===== src/rtl/mux_scan_pkg.sv =====
// rtl/mux_scan_pkg.sv - shared state encoding and default sizing for the mux scan controller
// Purpose: FSM state type plus default channel count and dwell length.
// Ports: none (package).
package mux_scan_pkg;

    typedef enum logic [1:0] {
        ST_IDLE = 2'd0,
        ST_SCAN = 2'd1,
        ST_DONE = 2'd2
    } scan_state_t;

    localparam int DEF_SIZE  = 8;
    localparam int DEF_DWELL = 4;

endpackage


===== src/rtl/mux_scan_dwell_cnt.sv =====
// rtl/mux_scan_dwell_cnt.sv - per-channel dwell counter for the mux scan controller
// Purpose: counts 0..DWELL-1 while enabled and wraps to 0 after the last cycle.
// Ports:
//   clk    in  system clock
//   rst_n  in  asynchronous active-low reset
//   clear  in  force count to 0 (takes priority over enable)
//   enable in  advance count by one
//   last   out high when count = DWELL-1
module mux_scan_dwell_cnt
    import mux_scan_pkg::*;
#(
    parameter int DWELL = DEF_DWELL
) (
    input  logic clk,
    input  logic rst_n,
    input  logic clear,
    input  logic enable,
    output logic last
);

    // A one-cycle dwell still needs a one-bit register; it simply never leaves 0.
    localparam int CW = (DWELL > 1) ? $clog2(DWELL) : 1;
    localparam logic [CW-1:0] LAST_VAL = CW'(DWELL - 1);

    logic [CW-1:0] r_cnt;

    always_ff @(posedge clk or negedge rst_n) begin
        if (!rst_n) begin
            r_cnt <= '0;
        end else if (clear) begin
            r_cnt <= '0;
        end else if (enable) begin
            if (last) begin
                r_cnt <= '0;
            end else begin
                r_cnt <= r_cnt + 1'b1;
            end
        end
    end

    assign last = (r_cnt == LAST_VAL);

endmodule


===== src/rtl/mux_scan_ctrl.sv =====
// rtl/mux_scan_ctrl.sv - sweeps an external N:1 mux and captures one bit per channel
// Purpose: on start, steps the mux select through channels 0..SIZE-1, holding each for
//          DWELL cycles and sampling the mux output at the end of each dwell; the full
//          word is published with a one-cycle done pulse.
// Ports:
//   clk            in   system clock
//   rst_n          in   asynchronous active-low reset
//   mux_scan_start in   request one sweep (honoured only in IDLE)
//   mux_scan_abort in   cancel an active sweep; blocks a simultaneous start in IDLE
//   mux_scan_sel   out  select to the external mux (0 outside SCAN)
//   mux_scan_in    in   bit returned by the external mux
//   mux_scan_data  out  captured word, bit k = channel k
//   mux_scan_busy  out  high while sweeping
//   mux_scan_done  out  one-cycle pulse when mux_scan_data has been updated
module mux_scan_ctrl
    import mux_scan_pkg::*;
#(
    parameter int SIZE  = DEF_SIZE,
    parameter int DWELL = DEF_DWELL
) (
    input  logic                    clk,
    input  logic                    rst_n,
    input  logic                    mux_scan_start,
    input  logic                    mux_scan_abort,
    output logic [$clog2(SIZE)-1:0] mux_scan_sel,
    input  logic                    mux_scan_in,
    output logic [SIZE-1:0]         mux_scan_data,
    output logic                    mux_scan_busy,
    output logic                    mux_scan_done
);

    localparam int SW = $clog2(SIZE);
    localparam logic [SW-1:0] LAST_IDX = SW'(SIZE - 1);

    scan_state_t     r_state;
    scan_state_t     w_state_next;
    logic [SW-1:0]   r_idx;
    logic [SIZE-1:0] r_shadow;
    logic [SIZE-1:0] r_data;
    logic [SIZE-1:0] w_shadow_next;
    logic            w_last;
    logic            w_start_ok;
    logic            w_sample;
    logic            w_final;

    // Counter is held at 0 outside SCAN so every sweep starts with a full dwell.
    mux_scan_dwell_cnt #(
        .DWELL (DWELL)
    ) u_dwell_cnt (
        .clk    (clk),
        .rst_n  (rst_n),
        .clear  (r_state != ST_SCAN),
        .enable (r_state == ST_SCAN),
        .last   (w_last)
    );

    assign w_start_ok = (r_state == ST_IDLE) && mux_scan_start && !mux_scan_abort;
    // Abort takes priority over the sample edge, including the final one.
    assign w_sample   = (r_state == ST_SCAN) && !mux_scan_abort && w_last;
    assign w_final    = w_sample && (r_idx == LAST_IDX);

    // Shadow word with the current channel's bit replaced by the mux return value;
    // loading this into mux_scan_data keeps the final sample in the published word.
    always_comb begin
        w_shadow_next = r_shadow;
        for (int k = 0; k < SIZE; k++) begin
            if (r_idx == SW'(k)) begin
                w_shadow_next[k] = mux_scan_in;
            end
        end
    end

    always_ff @(posedge clk or negedge rst_n) begin
        if (!rst_n) begin
            r_state <= ST_IDLE;
        end else begin
            r_state <= w_state_next;
        end
    end

    always_comb begin
        w_state_next  = r_state;
        mux_scan_sel  = '0;
        mux_scan_busy = 1'b0;
        mux_scan_done = 1'b0;
        case (r_state)
            ST_IDLE: begin
                if (w_start_ok) begin
                    w_state_next = ST_SCAN;
                end
            end
            ST_SCAN: begin
                mux_scan_sel  = r_idx;
                mux_scan_busy = 1'b1;
                if (mux_scan_abort) begin
                    w_state_next = ST_IDLE;
                end else if (w_final) begin
                    w_state_next = ST_DONE;
                end
            end
            ST_DONE: begin
                mux_scan_done = 1'b1;
                w_state_next  = ST_IDLE;
            end
            default: begin
                w_state_next = ST_IDLE;
            end
        endcase
    end

    always_ff @(posedge clk or negedge rst_n) begin
        if (!rst_n) begin
            r_idx    <= '0;
            r_shadow <= '0;
            r_data   <= '0;
        end else if (w_start_ok) begin
            r_idx    <= '0;
            r_shadow <= '0;
        end else if (w_sample) begin
            r_shadow <= w_shadow_next;
            if (w_final) begin
                r_data <= w_shadow_next;
            end else begin
                r_idx <= r_idx + 1'b1;
            end
        end
    end

    assign mux_scan_data = r_data;

endmodule


===== config.mk =====
export PLATFORM = sky130hd
export DESIGN_NAME = mux_scan_ctrl
export DESIGN_NICKNAME = d
export VERILOG_FILES = /design/src/rtl/mux_scan_pkg.sv /design/src/rtl/mux_scan_dwell_cnt.sv /design/src/rtl/mux_scan_ctrl.sv
export SDC_FILE = /design/constraint.sdc
export NUM_CORES = 1
export LEC_CHECK = 0
export ABC_AREA = 0
export BUFFER_PORTS_ARGS = -buffer_cell sky130_fd_sc_hd__buf_2
export CORE_MARGIN = 3
export CORE_UTILIZATION = 35
export CTS_CLUSTER_DIAMETER = 30
export DETAILED_ROUTE_END_ITERATION = 10
export HOLD_SLACK_MARGIN = 0.02
export SKIP_LAST_GASP = 1
export SYNTH_ARGS = -nofsm -noshare
export SYNTH_HDL_FRONTEND = slang
export SYNTH_SLANG_ARGS = --single-unit

===== constraint.sdc =====
create_clock -name clk -period 1.7 [get_ports clk]
set_input_delay 0.085 -clock clk [delete_from_list [all_inputs] [get_ports clk]]
set_output_delay 0.085 -clock clk [all_outputs]
set_load 0.02 [all_outputs]

==> summary.md, run 1 <==
| Metric | Value |
|---|---|
| CP dominant cell by count | `ha_1` |
| CP startpoint kind | `flop` |
| Peak supply drop | `0.296 mV` |
| Mean Syn Cell Area | `10.6 sq um` |
| Count leader, synth | `dfrtp_1` |
| Asr flop ratio synth | `100%` |
| Worst R2R End | `r_idx[2]` |
| Gr usage total | `13.2%` |
| Initial antenna violation count | `0` |
| DR WL/cell | `13.8 um` |
| Vias in the first global route | `913` |
| TritonCTS Sinks | `22` |
| Crit path kind | `flop to flop` |
| Pins Over Slew Limit | `0` |
| Max Freq | `617 MHz` |
| CP max-delay cell | `dfrtp_1` |
| Die height | `64.5 um` |
| Final setup violation count | `0` |
| Setup Skew | `0.00196 ns` |
| Post-synthesis cell type with the largest combined area | `dfrtp_1` |
| Total negative slack | `0 ns` |
| Share of the synthesized area in the top cell type | `46.0%` |
| RSZ-0062 raised after global routing | `no` |
| Static leakage power | `0.674 nW` |
| CP Data Arrival Time | `1.83 ns` |
| Hpwl dp | `1830 um` |
| Via density | `5.05` |
| Die Wd | `64.5 um` |
| Fraction of layout cells with a size suffix above 1 | `25.7%` |
| NumNets Final | `150` |
| Yosys cell types | `27` |
| Cell chain of the critical path | `ha_1, ha_1, a211oi_4, mux2_1` |
| Setup crit end | `r_idx[2]` |
| Ant. Diodes | `0` |
| Worst path top cell family by delay | `adder cells` |
| Most instantiated cells after synthesis | `dfrtp_1, a21oi_1, inv_1` |
| Worst min path class | `primary input to flop` |
| Row count | `20` |
| GPL Wtd Cong | `0.770` |
| DR DRC count | `0` |
| Syn nets | `125` |
| Die ar. | `4160 sq um` |
| Routed WL | `2490 um` |
| H-Tree Depth | `1` |
| YS warnings | `0` |
| Pin count of the biggest net entering global routing | `23` |
| Worst setup EP type | `flop` |
| Rel. slew slack | `67.3%` |
| Initial core utilization | `38.0%` |
| Residual overflow from global routing | `0` |
| CTS root buffer | `clkbuf_4` |
| Synth area leaders | `dfrtp_1, ha_1, mux2i_1` |
| Num CTS Buffers | `3` |
| Clock Latency Late Sink | `0.31 ns` |
| Final ANT Viol Nets | `0` |
| Post-Synthesis Cells | `113` |
| Iter 0 DRT Violations | `23` |
| 1st-pass router iterations | `4` |
| Least-Margin Pin Slew | `0.490 ns` |
| I/O pins | `18` |
| Tcrit/Tclk final | `95.3%` |
| #FFs+latches synth | `22` |
| Buffer and inverter count on the worst path | `0` |
| Final Hold Fails | `0` |
| Mapped cell area | `1200 sq um` |
| Fin util | `43.5%` |
| Post-synth EDFFs | `0` |
| Slowest stage delay, CP | `0.43 ns` |
| Area Growth Syn to Fin | `14.4%` |
| Pwr dens | `691 nW/um^2` |
| CTS clk-pin slew, worst paths | `0.12 ns` |
| Worst setup path start | `r_idx[1]` |
| Synth Flop Type | `dfrtp_1` |
| Reg2reg start | `r_idx[1]` |
| Worst EP required | `1.91 ns` |
| Max Cap Violations | `0` |
| Worst r2r path cells | `4` |
| First-pass GRT wire length | `4280 um` |
| Post-cts resize count | `0` |
| CP max FO | `4` |
| CP Depth | `4` |
| Status | `finished clean` |
| Longest Clk Path Bufs | `2` |
| Sequential fraction of the synthesis area | `46.0%` |
| IO buf count | `17` |
| Core area | `3150 sq um` |
| R2R Setup Slk | `0.08 ns` |
| CTS tree | `yes` |
| Vias | `909` |
| Final min period | `1.62 ns` |
==> worst min path at each step <==
| stage | startpoint | end | slack [ns] | cells past startpoint |
|---|---|---|---|---|
| after CTS | mux_scan_in | mux_scan_data[5] | 0.18 | 3 |
| final | mux_scan_in | mux_scan_data[2] | 0.18 | 3 |
| after floorplan | rst_n | mux_scan_data[0] | -0.21 | 0 |
| after global routing | mux_scan_in | mux_scan_data[5] | 0.19 | 3 |
| after detailed placement | rst_n | mux_scan_data[6] | 0.08 | 1 |
| after global placement | rst_n | mux_scan_data[6] | 0.08 | 1 |
==> stage by stage <==
step | instances | hold WS, ns | area, sq um | total power, mW | setup WS (ns)
2_1_floorplan | 113 | -0.211 | 1200 | 0.666 | 0.175
3_3_place_gp | 174 | 0.0814 | 1320 | 0.709 | 0.119
3_5_place_dp | 174 | 0.0826 | 1320 | 0.711 | 0.0643
4_1_cts | 178 | 0.177 | 1360 | 0.950 | 0.0331
5_1_grt | 180 | 0.188 | 1370 | 0.998 | 0.00235
6_report | 180 | 0.179 | 1370 | 0.946 | 0.0801
==> what timing repair did <==
item,CTS,global route
hold buffers,1,0
buffers inserted,0,2
endpoints found under the hold margin,22,0
endpoints found under the setup margin,0,1
==> layer usage <==
metal  global-route usage [%]  share of wire (%)
met2                     21.6                 45
met1                     17.6                 50
met3                     2.08                3.2
met4                     4.75                1.6
met5                        0                  0
==> report_power, final <==
group,switching [mW],internal [mW]
Sequential,0.0217,0.540
Clock,0.158,0.0829
Combinational,0.0820,0.0623
==> logic make-up (layout without fill, tap and decap cells) <==
group	after synthesis	in the layout	share of synthesized area [%]
buffers and inverters	15	38	7.84
multiplexers	10	10	8.78
AND/OR/NAND/NOR	27	27	13.0
flip-flops	22	22	46.0
AO/OA/AOI/OAI	32	32	17.1
adder cells (fa/ha/maj)	7	7	7.31
==> cells in the final DEF (no fill, tap or decap), drive strengths merged <==
cell type and count:
buf 25, mux2i 9, dlygate4sd3 1, clkbuf 3, a21oi 14, or2 2, mux2 1, ha 7
o21ai 6, and2b 1, nand3 6, nand2b 4, nor2 4, nor4b 1, nor3 1, and4bb 1
o22ai 3, dfrtp 22, inv 9, nand2 5, and2 2, o211ai 6, a211oi 3
==> cell type report <==
type                    instances  area [sq um]
fillers                       328          1780
multi-input cells              76           553
flip-flops and latches         22           551
repair buffers                 26           155
well taps                      44          55.1
inverters                       9          33.8
clock buffers                   3          22.5
==> worst reg2reg max path, stage by stage (launching register included) <==
cell      delay (ns)
dfrtp_1         0.43
ha_1            0.21
ha_1            0.25
a211oi_4        0.28
mux2_1          0.34
==> sequential cells by signal (all words and copies together) (netlist names) <==
register	count
r_idx	3
r_state	2
u_dwell_cnt.r_cnt	2
mux_scan_data	8
r_shadow	7
Power figures use the tool's default switching activity.
==> run 2: changes to the inputs <==
==> constraint.sdc (replaced) <==
create_clock -name clk -period 1.6 [get_ports clk]
set_input_delay 0.08 -clock clk [delete_from_list [all_inputs] [get_ports clk]]
set_output_delay 0.08 -clock clk [all_outputs]
set_load 0.02 [all_outputs]
==> run 2 against run 1 <==
  * Clock power rose by 80%
  * Sequential cell count did not move
  * Non-clock buffer count did not move
  * Clock skew rose by 0.016 ns
  * Sequential share of layout area fell by 1.0 points
  * Combinational power rose by 6%
  * Critical endpoint unchanged
  * Largest cell class unchanged
==> summary.md, run 2 (synthesis results as in run 1) <==
| Metric | Value |
|---|---|
| CTS tree | `yes` |
| Area Growth Syn to Fin | `17.5%` |
| GPL Wtd Cong | `0.790 (+2.7%)` |
| Final min period | `1.53 ns (-0.0888 ns)` |
| I/O pins | `18 (unchanged)` |
| Core area | `3150 sq um (unchanged)` |
| Gr usage total | `12.7% (-0.50 points)` |
| Commonest cells after routing, fill and taps aside | `dfrtp_1, buf_2, a21oi_1, inv_1, mux2i_1` |
| Crit path kind | `flop to flop` |
| Max Freq | `653 MHz (+5.8%)` |
| Via density | `4.85 (-3.9%)` |
| Residual overflow from global routing | `0 (unchanged)` |
| Static leakage power | `0.686 nW (+1.8%)` |
| CP Data Arrival Time | `1.73 ns (-0.10 ns)` |
| Die height | `64.5 um (unchanged)` |
| Longest Clk Path Bufs | `2 (unchanged)` |
| Peak supply drop | `0.546 mV (+85%)` |
| Ant. Diodes | `0 (unchanged)` |
| CP startpoint kind | `flop` |
| Hpwl dp | `1760 um (-3.9%)` |
| Pins Over Slew Limit | `0 (unchanged)` |
| Setup crit end | `r_idx[2]` |
| IO buf count | `17 (unchanged)` |
| Worst setup EP type | `flop` |
| Worst r2r path cells | `4 (unchanged)` |
| Uppermost layer routed | `met4` |
| Clock Latency Late Sink | `0.32 ns (about the same)` |
| NumNets Final | `150 (unchanged)` |
| Slowest stage delay, CP | `0.39 ns (-0.04 ns)` |
| Final Hold Fails | `0 (unchanged)` |
| Num CTS Buffers | `3 (unchanged)` |
| R2R Setup Slk | `0.07 ns (about the same)` |
| Die ar. | `4160 sq um (unchanged)` |
| First-pass GRT wire length | `4160 um (-2.8%)` |
| DR WL/cell | `13.4 um (-2.8%)` |
| DR WL met2 | `1160 um (+3.7%)` |
| Max Cap Violations | `0 (unchanged)` |
| Max FFs per register | `8 (unchanged)` |
| CTS clk-pin slew, worst paths | `0.14 ns (+0.02 ns)` |
| Worst setup path start | `u_dwell_cnt.r_cnt[0]` |
| Row count | `20 (unchanged)` |
| Pwr dens | `840 nW/um^2 (+22%)` |
| Final setup violation count | `0 (unchanged)` |
| TritonCTS Sinks | `22 (unchanged)` |
| H-Tree Depth | `1 (unchanged)` |
| Iter 0 DRT Violations | `50 (+120%)` |
| WL met1 | `1150 um (-7.7%)` |
| DR DRC count | `0 (unchanged)` |
| Reg2reg start | `u_dwell_cnt.r_cnt[0]` |
| Final ANT Viol Nets | `0 (unchanged)` |
| Initial core utilization | `38.0% (unchanged)` |
| RSZ-0062 raised after global routing | `no` |
| CTS root buffer | `clkbuf_4` |
| Tcrit/Tclk final | `95.7% (+0.40 points)` |
| Die Wd | `64.5 um (unchanged)` |
| Post-Place Setup Slack | `0.0456 ns (-0.0187 ns)` |
| Least-Margin Pin Slew | `0.499 ns (+0.00939 ns)` |
| CP max FO | `4 (unchanged)` |
| Worst min path class | `primary input to flop` |
| Worst R2R End | `r_idx[2]` |
| Leading cell type in the layout, fill and taps excluded | `dfrtp_1` |
| CP max-delay cell | `dfrtp_1` |
| Setup bufs post-CTS | `0 (unchanged)` |
| Status | `finished clean` |
| Vias in the first global route | `893 (-2.2%)` |
| Total negative slack | `0 ns (unchanged)` |
| Setup Skew | `0.0183 ns (+0.0164 ns)` |
| Routed wl met3 | `108 um (+35%)` |
| Initial antenna violation count | `0 (unchanged)` |
| 1st-pass router iterations | `4 (unchanged)` |
| Cell chain of the critical path | `ha_1, and4bb_4, a211oi_4, mux2_1` |
| PnR worst setup slack | `0.0690 ns (-0.0112 ns)` |
| Vias | `878 (-3.4%)` |
| Routed WL | `2430 um (-2.3%)` |
| Rel. slew slack | `66.7% (-0.63 points)` |
| Worst EP required | `1.80 ns (-0.11 ns)` |
| Fraction of layout cells with a size suffix above 1 | `27.0% (+1.3 points)` |
| Pin count of the biggest net entering global routing | `23 (unchanged)` |
==> run 2: cell types whose count changed in the layout (fill, tap and decap cells not counted), sizes merged <==
| cell | previous run | this run |
|---|---|---|
| bufinv | 0 | 1 |
==> run 2: timing repair <==
| item | CTS | global route |
|---|---|---|
| resized for setup | 0 | 2 |
| endpoints found under the hold margin | 22 | 0 |
| endpoints found under the setup margin | 0 | 2 |
| hold buffers | 1 | 0 |
==> run 2: worst min-delay path by stage <==
stage                                  end  depth (start not counted)  slack [ns]   startpoint
after detailed placement  mux_scan_data[6]                          1        0.08        rst_n
after floorplan           mux_scan_data[0]                          0       -0.22        rst_n
after global placement    mux_scan_data[6]                          1        0.08        rst_n
final                     mux_scan_data[1]                          3        0.15  mux_scan_in
after CTS                 mux_scan_data[1]                          3        0.14  mux_scan_in
after global routing      mux_scan_data[3]                          3        0.16  mux_scan_in
==> run 2: power by group <==
part | internal [mW] | leakage, nW | switching (mW)
Combinational | 0.0666 | 0.359 | 0.0866
Clock | 0.254 | 0.0279 | 0.177
Sequential | 0.573 | 0.299 | 0.0239
==> run 2: critical path, delay by kind of cell, from the launching register on <==
kind,cells,cell delay [ns]
compound gates,1,0.25
fa+ha+maj,1,0.22
flops,1,0.39
mux,1,0.34
simple gates,1,0.22
==> run 2: cell type report <==
class	count	area, sq um
timing repair buffer	26	159
multi-input combinational	76	556
clock inverter	1	30.0
tap	44	55.1
clock buffer	3	22.5
fill	318	1750
sequential	22	551
inverter	9	33.8
==> run 2: metrics by stage <==
step           std cells  total power [mW]  utilization (%)  instance area, sq um  hold slack [ns]
6_report             181              1.18             44.6                  1410            0.146
5_1_grt              181              1.24             44.6                  1410            0.158
4_1_cts              181              1.20             44.4                  1400            0.135
3_5_place_dp         176             0.761             42.4                  1340           0.0776
3_3_place_gp         176             0.758             42.4                  1340           0.0820
2_1_floorplan        113             0.707                -                  1200           -0.216
==> run 2: metal layers <==
layer / track usage, % / up-vias
met2: 21.6 / 16
met1: 16.3 / 416
met5: 0 / -
met3: 3.81 / 2
li1: - / 444
met4: 1.58 / 0
==> run 3: changes to the inputs <==
--- a/config.mk
+++ b/config.mk
@@ -12,6 +12,7 @@
 export CTS_CLUSTER_DIAMETER = 30
 export DETAILED_ROUTE_END_ITERATION = 10
 export HOLD_SLACK_MARGIN = 0.02
+export SETUP_SLACK_MARGIN = 0.2
 export SKIP_LAST_GASP = 1
 export SYNTH_ARGS = -nofsm -noshare
 export SYNTH_HDL_FRONTEND = slang
==> run 3 against run 2 <==
  * Register-to-register slack better by 0.03 ns
  * Global-route usage is 1.3 points higher
  * Clock power is 26% lower
  * Critical path type unchanged
  * Critical endpoint unchanged
  * Largest cell class unchanged
==> summary.md, run 3 (synthesis results as in run 1) <==
| Metric | Value |
|---|---|
| Status | `finished clean` |
| Final min period | `1.50 ns (-0.0337 ns)` |
| Worst setup EP type | `flop` |
| Core area | `3150 sq um (unchanged)` |
| Residual overflow from global routing | `0 (unchanged)` |
| CTS tree | `yes` |
| Sw Pwr | `0.314 mW (+9.0%)` |
| Area of the multi-input gates | `654 sq um (+18%)` |
| CP startpoint kind | `flop` |
| Leading cell type in the layout, fill and taps excluded | `dfrtp_1` |
| R2R Setup Slk | `0.10 ns (+0.03 ns)` |
| Vias in the first global route | `939 (+5.2%)` |
| CP dominant cell by count | `ha_4` |
| IO buf count | `17 (unchanged)` |
| Worst R2R End | `r_idx[2]` |
| Worst min path class | `primary input to flop` |
| Iter 0 DRT Violations | `44 (-12%)` |
| Reg power frac | `53.5% (+2.9 points)` |
| Worst EP required | `1.81 ns (about the same)` |
| H-Tree Depth | `1 (unchanged)` |
| Pwr dens | `714 nW/um^2 (-15%)` |
| Setup crit end | `r_idx[2]` |
| NumNets Final | `158 (+5.3%)` |
| Pin count of the biggest net entering global routing | `23 (unchanged)` |
| Via density | `5.00 (+3.1%)` |
| Worst setup path start | `r_idx[1]` |
| Final setup violation count | `0 (unchanged)` |
| Peak supply drop | `0.269 mV (-51%)` |
| Combinational share of power | `18.1% (+5.1 points)` |
| Gr usage total | `14.0% (+1.3 points)` |
| Reg2reg start | `r_idx[1]` |
| Slowest stage delay, CP | `0.43 ns (+0.04 ns)` |
| Int Pwr | `0.805 mW (-9.9%)` |
| Cell chain of the critical path | `ha_4, ha_4, a211oi_4, mux2_4` |
| Die Wd | `64.5 um (unchanged)` |
| Max Cap Violations | `0 (unchanged)` |
| Sw Share | `28.0% (+3.7 points)` |
| DR DRC count | `0 (unchanged)` |
| Rel. slew slack | `66.1% (-0.60 points)` |
| CP max-delay cell | `dfrtp_1` |
| GPL Wtd Cong | `0.802 (+1.4%)` |
| Worst hold slack | `0.159 ns (+0.0129 ns)` |
| Commonest cells after routing, fill and taps aside | `dfrtp_1, buf_2, buf_4, a21oi_1, mux2i_1` |
| CTS clk-pin slew, worst paths | `0.13 ns (about the same)` |
| DR WL/cell | `14.4 um (+7.5%)` |
| I/O pins | `18 (unchanged)` |
| Post-Place Cells | `176 (unchanged)` |
| Hpwl dp | `1900 um (+8.2%)` |
| Pins Over Slew Limit | `0 (unchanged)` |
| TritonCTS Sinks | `22 (unchanged)` |
| Fraction of layout cells with a size suffix above 1 | `42.8% (+16 points)` |
| Vias | `945 (+7.6%)` |
| Num CTS Buffers | `3 (unchanged)` |
| Routed WL | `2730 um (+12%)` |
| First-pass GRT wire length | `4480 um (+7.6%)` |
| Final ANT Viol Nets | `0 (unchanged)` |
| Fin util | `49.7% (+5.1 points)` |
| Row count | `20 (unchanged)` |
| Initial core utilization | `38.0% (unchanged)` |
| Area Growth Syn to Fin | `30.8%` |
| Max FFs per register | `8 (unchanged)` |
| Tcrit/Tclk final | `93.6% (-2.1 points)` |
| CTS root buffer | `clkbuf_4` |
| Non-Filler Instances | `189 (+4.4%)` |
| Least-Margin Pin Slew | `0.508 ns (+0.00895 ns)` |
| RSZ-0062 raised after global routing | `yes` |
| Die height | `64.5 um (unchanged)` |
| CP max FO | `5 (+1)` |
| Max Freq | `668 MHz (+2.3%)` |
| Final Hold Fails | `0 (unchanged)` |
| Total negative slack | `0 ns (unchanged)` |
| Ant. Diodes | `0 (unchanged)` |
| Static leakage power | `0.724 nW (+5.6%)` |
| Die ar. | `4160 sq um (unchanged)` |
| Crit path kind | `flop to flop` |
| Clock Latency Late Sink | `0.32 ns (about the same)` |
| Initial antenna violation count | `0 (unchanged)` |
| Longest Clk Path Bufs | `2 (unchanged)` |
| CP Data Arrival Time | `1.71 ns (-0.02 ns)` |
| 1st-pass router iterations | `4 (unchanged)` |
| Setup Skew | `0.00704 ns (-0.0113 ns)` |
| Sequential cell area | `552 sq um (+0.23%)` |
| Clock network fraction of total power | `28.4% (-8.1 points)` |
| Fill count | `322 (+1.3%)` |
| Tot Pwr | `1.12 mW (-5.3%)` |
| Worst r2r path cells | `4 (unchanged)` |
run 3: changes by cell type in the layout (fill, tap and decap cells not counted), moves of 2 or more:
cell	before	now
ha_2	1	3
ha_1	6	1
a21oi_2	0	2
ha_4	0	3
inv_1	9	7
buf_4	7	13
a21oi_1	14	12
buf_6	1	4
run 3: critical path: cells and delay by family (launching register included):
kind / cells / cell delay (ns)
fa+ha+maj: 2 / 0.35
flops: 1 / 0.43
compound gates: 1 / 0.29
mux: 1 / 0.32
run 3: metrics by stage:
| step | instance area (sq um) | worst slack, ns |
|---|---|---|
| final | 1570 | 0.103 |
| after global routing | 1570 | 0.0666 |
| after CTS | 1480 | 0.0836 |
| after detailed placement | 1360 | 0.0439 |
| after global placement | 1360 | 0.0872 |
| after floorplan | 1220 | 0.138 |
run 3: metal layers:
| layer | wire [um] | part of all wire, % | up-vias | GRT usage (%) |
|---|---|---|---|---|
| met4 | 50 | 1.8 | 0 | 6.60 |
| met1 | 1250 | 46 | 457 | 18.9 |
| met2 | 1350 | 49 | 19 | 22.3 |
| met5 | 0 | 0 | - | 0 |
| li1 | - | - | 465 | - |
| met3 | 77 | 2.8 | 4 | 1.56 |
run 3: power by group through the flow:
stage	sequential [mW]	clock, mW	combinational [mW]
2_1_floorplan	0.607	0	0.112
4_1_cts	0.596	0.330	0.194
6_report	0.599	0.317	0.203
5_1_grt	0.601	0.360	0.224
3_3_place_gp	0.603	0	0.180
3_5_place_dp	0.603	0	0.183
run 3: how the worst min path moves through the flow:
stage                     slack (ns)         from  cells after the start               end
after global placement          0.08        rst_n                      1  mux_scan_data[4]
after floorplan                -0.22        rst_n                      0  mux_scan_data[0]
after CTS                       0.17  mux_scan_in                      3  mux_scan_data[4]
after detailed placement        0.08        rst_n                      1       r_shadow[4]
final                           0.16  mux_scan_in                      3  mux_scan_data[7]
after global routing            0.16  mux_scan_in                      3  mux_scan_data[7]
run 3: area by class of cell:
| type | count | share of cell area [%] |
|---|---|---|
| Inverter | 9 | 2.32 |
| Clock buffer | 4 | 2.32 |
| Multi-Input combinational cell | 76 | 41.8 |
| Sequential cell | 22 | 35.2 |
| Timing Repair Buffer | 34 | 14.9 |
| Tap cell | 44 | 3.51 |
run 3: timing repair:
action | 4_1_cts | 5_1_grt
setup buffers | 6 | 2
setup endpoints to repair | 19 | 23
hold buffers | 1 | 0
pin swaps | 4 | 6
hold endpoints to repair | 22 | 0
gates resized for setup | 5 | 22
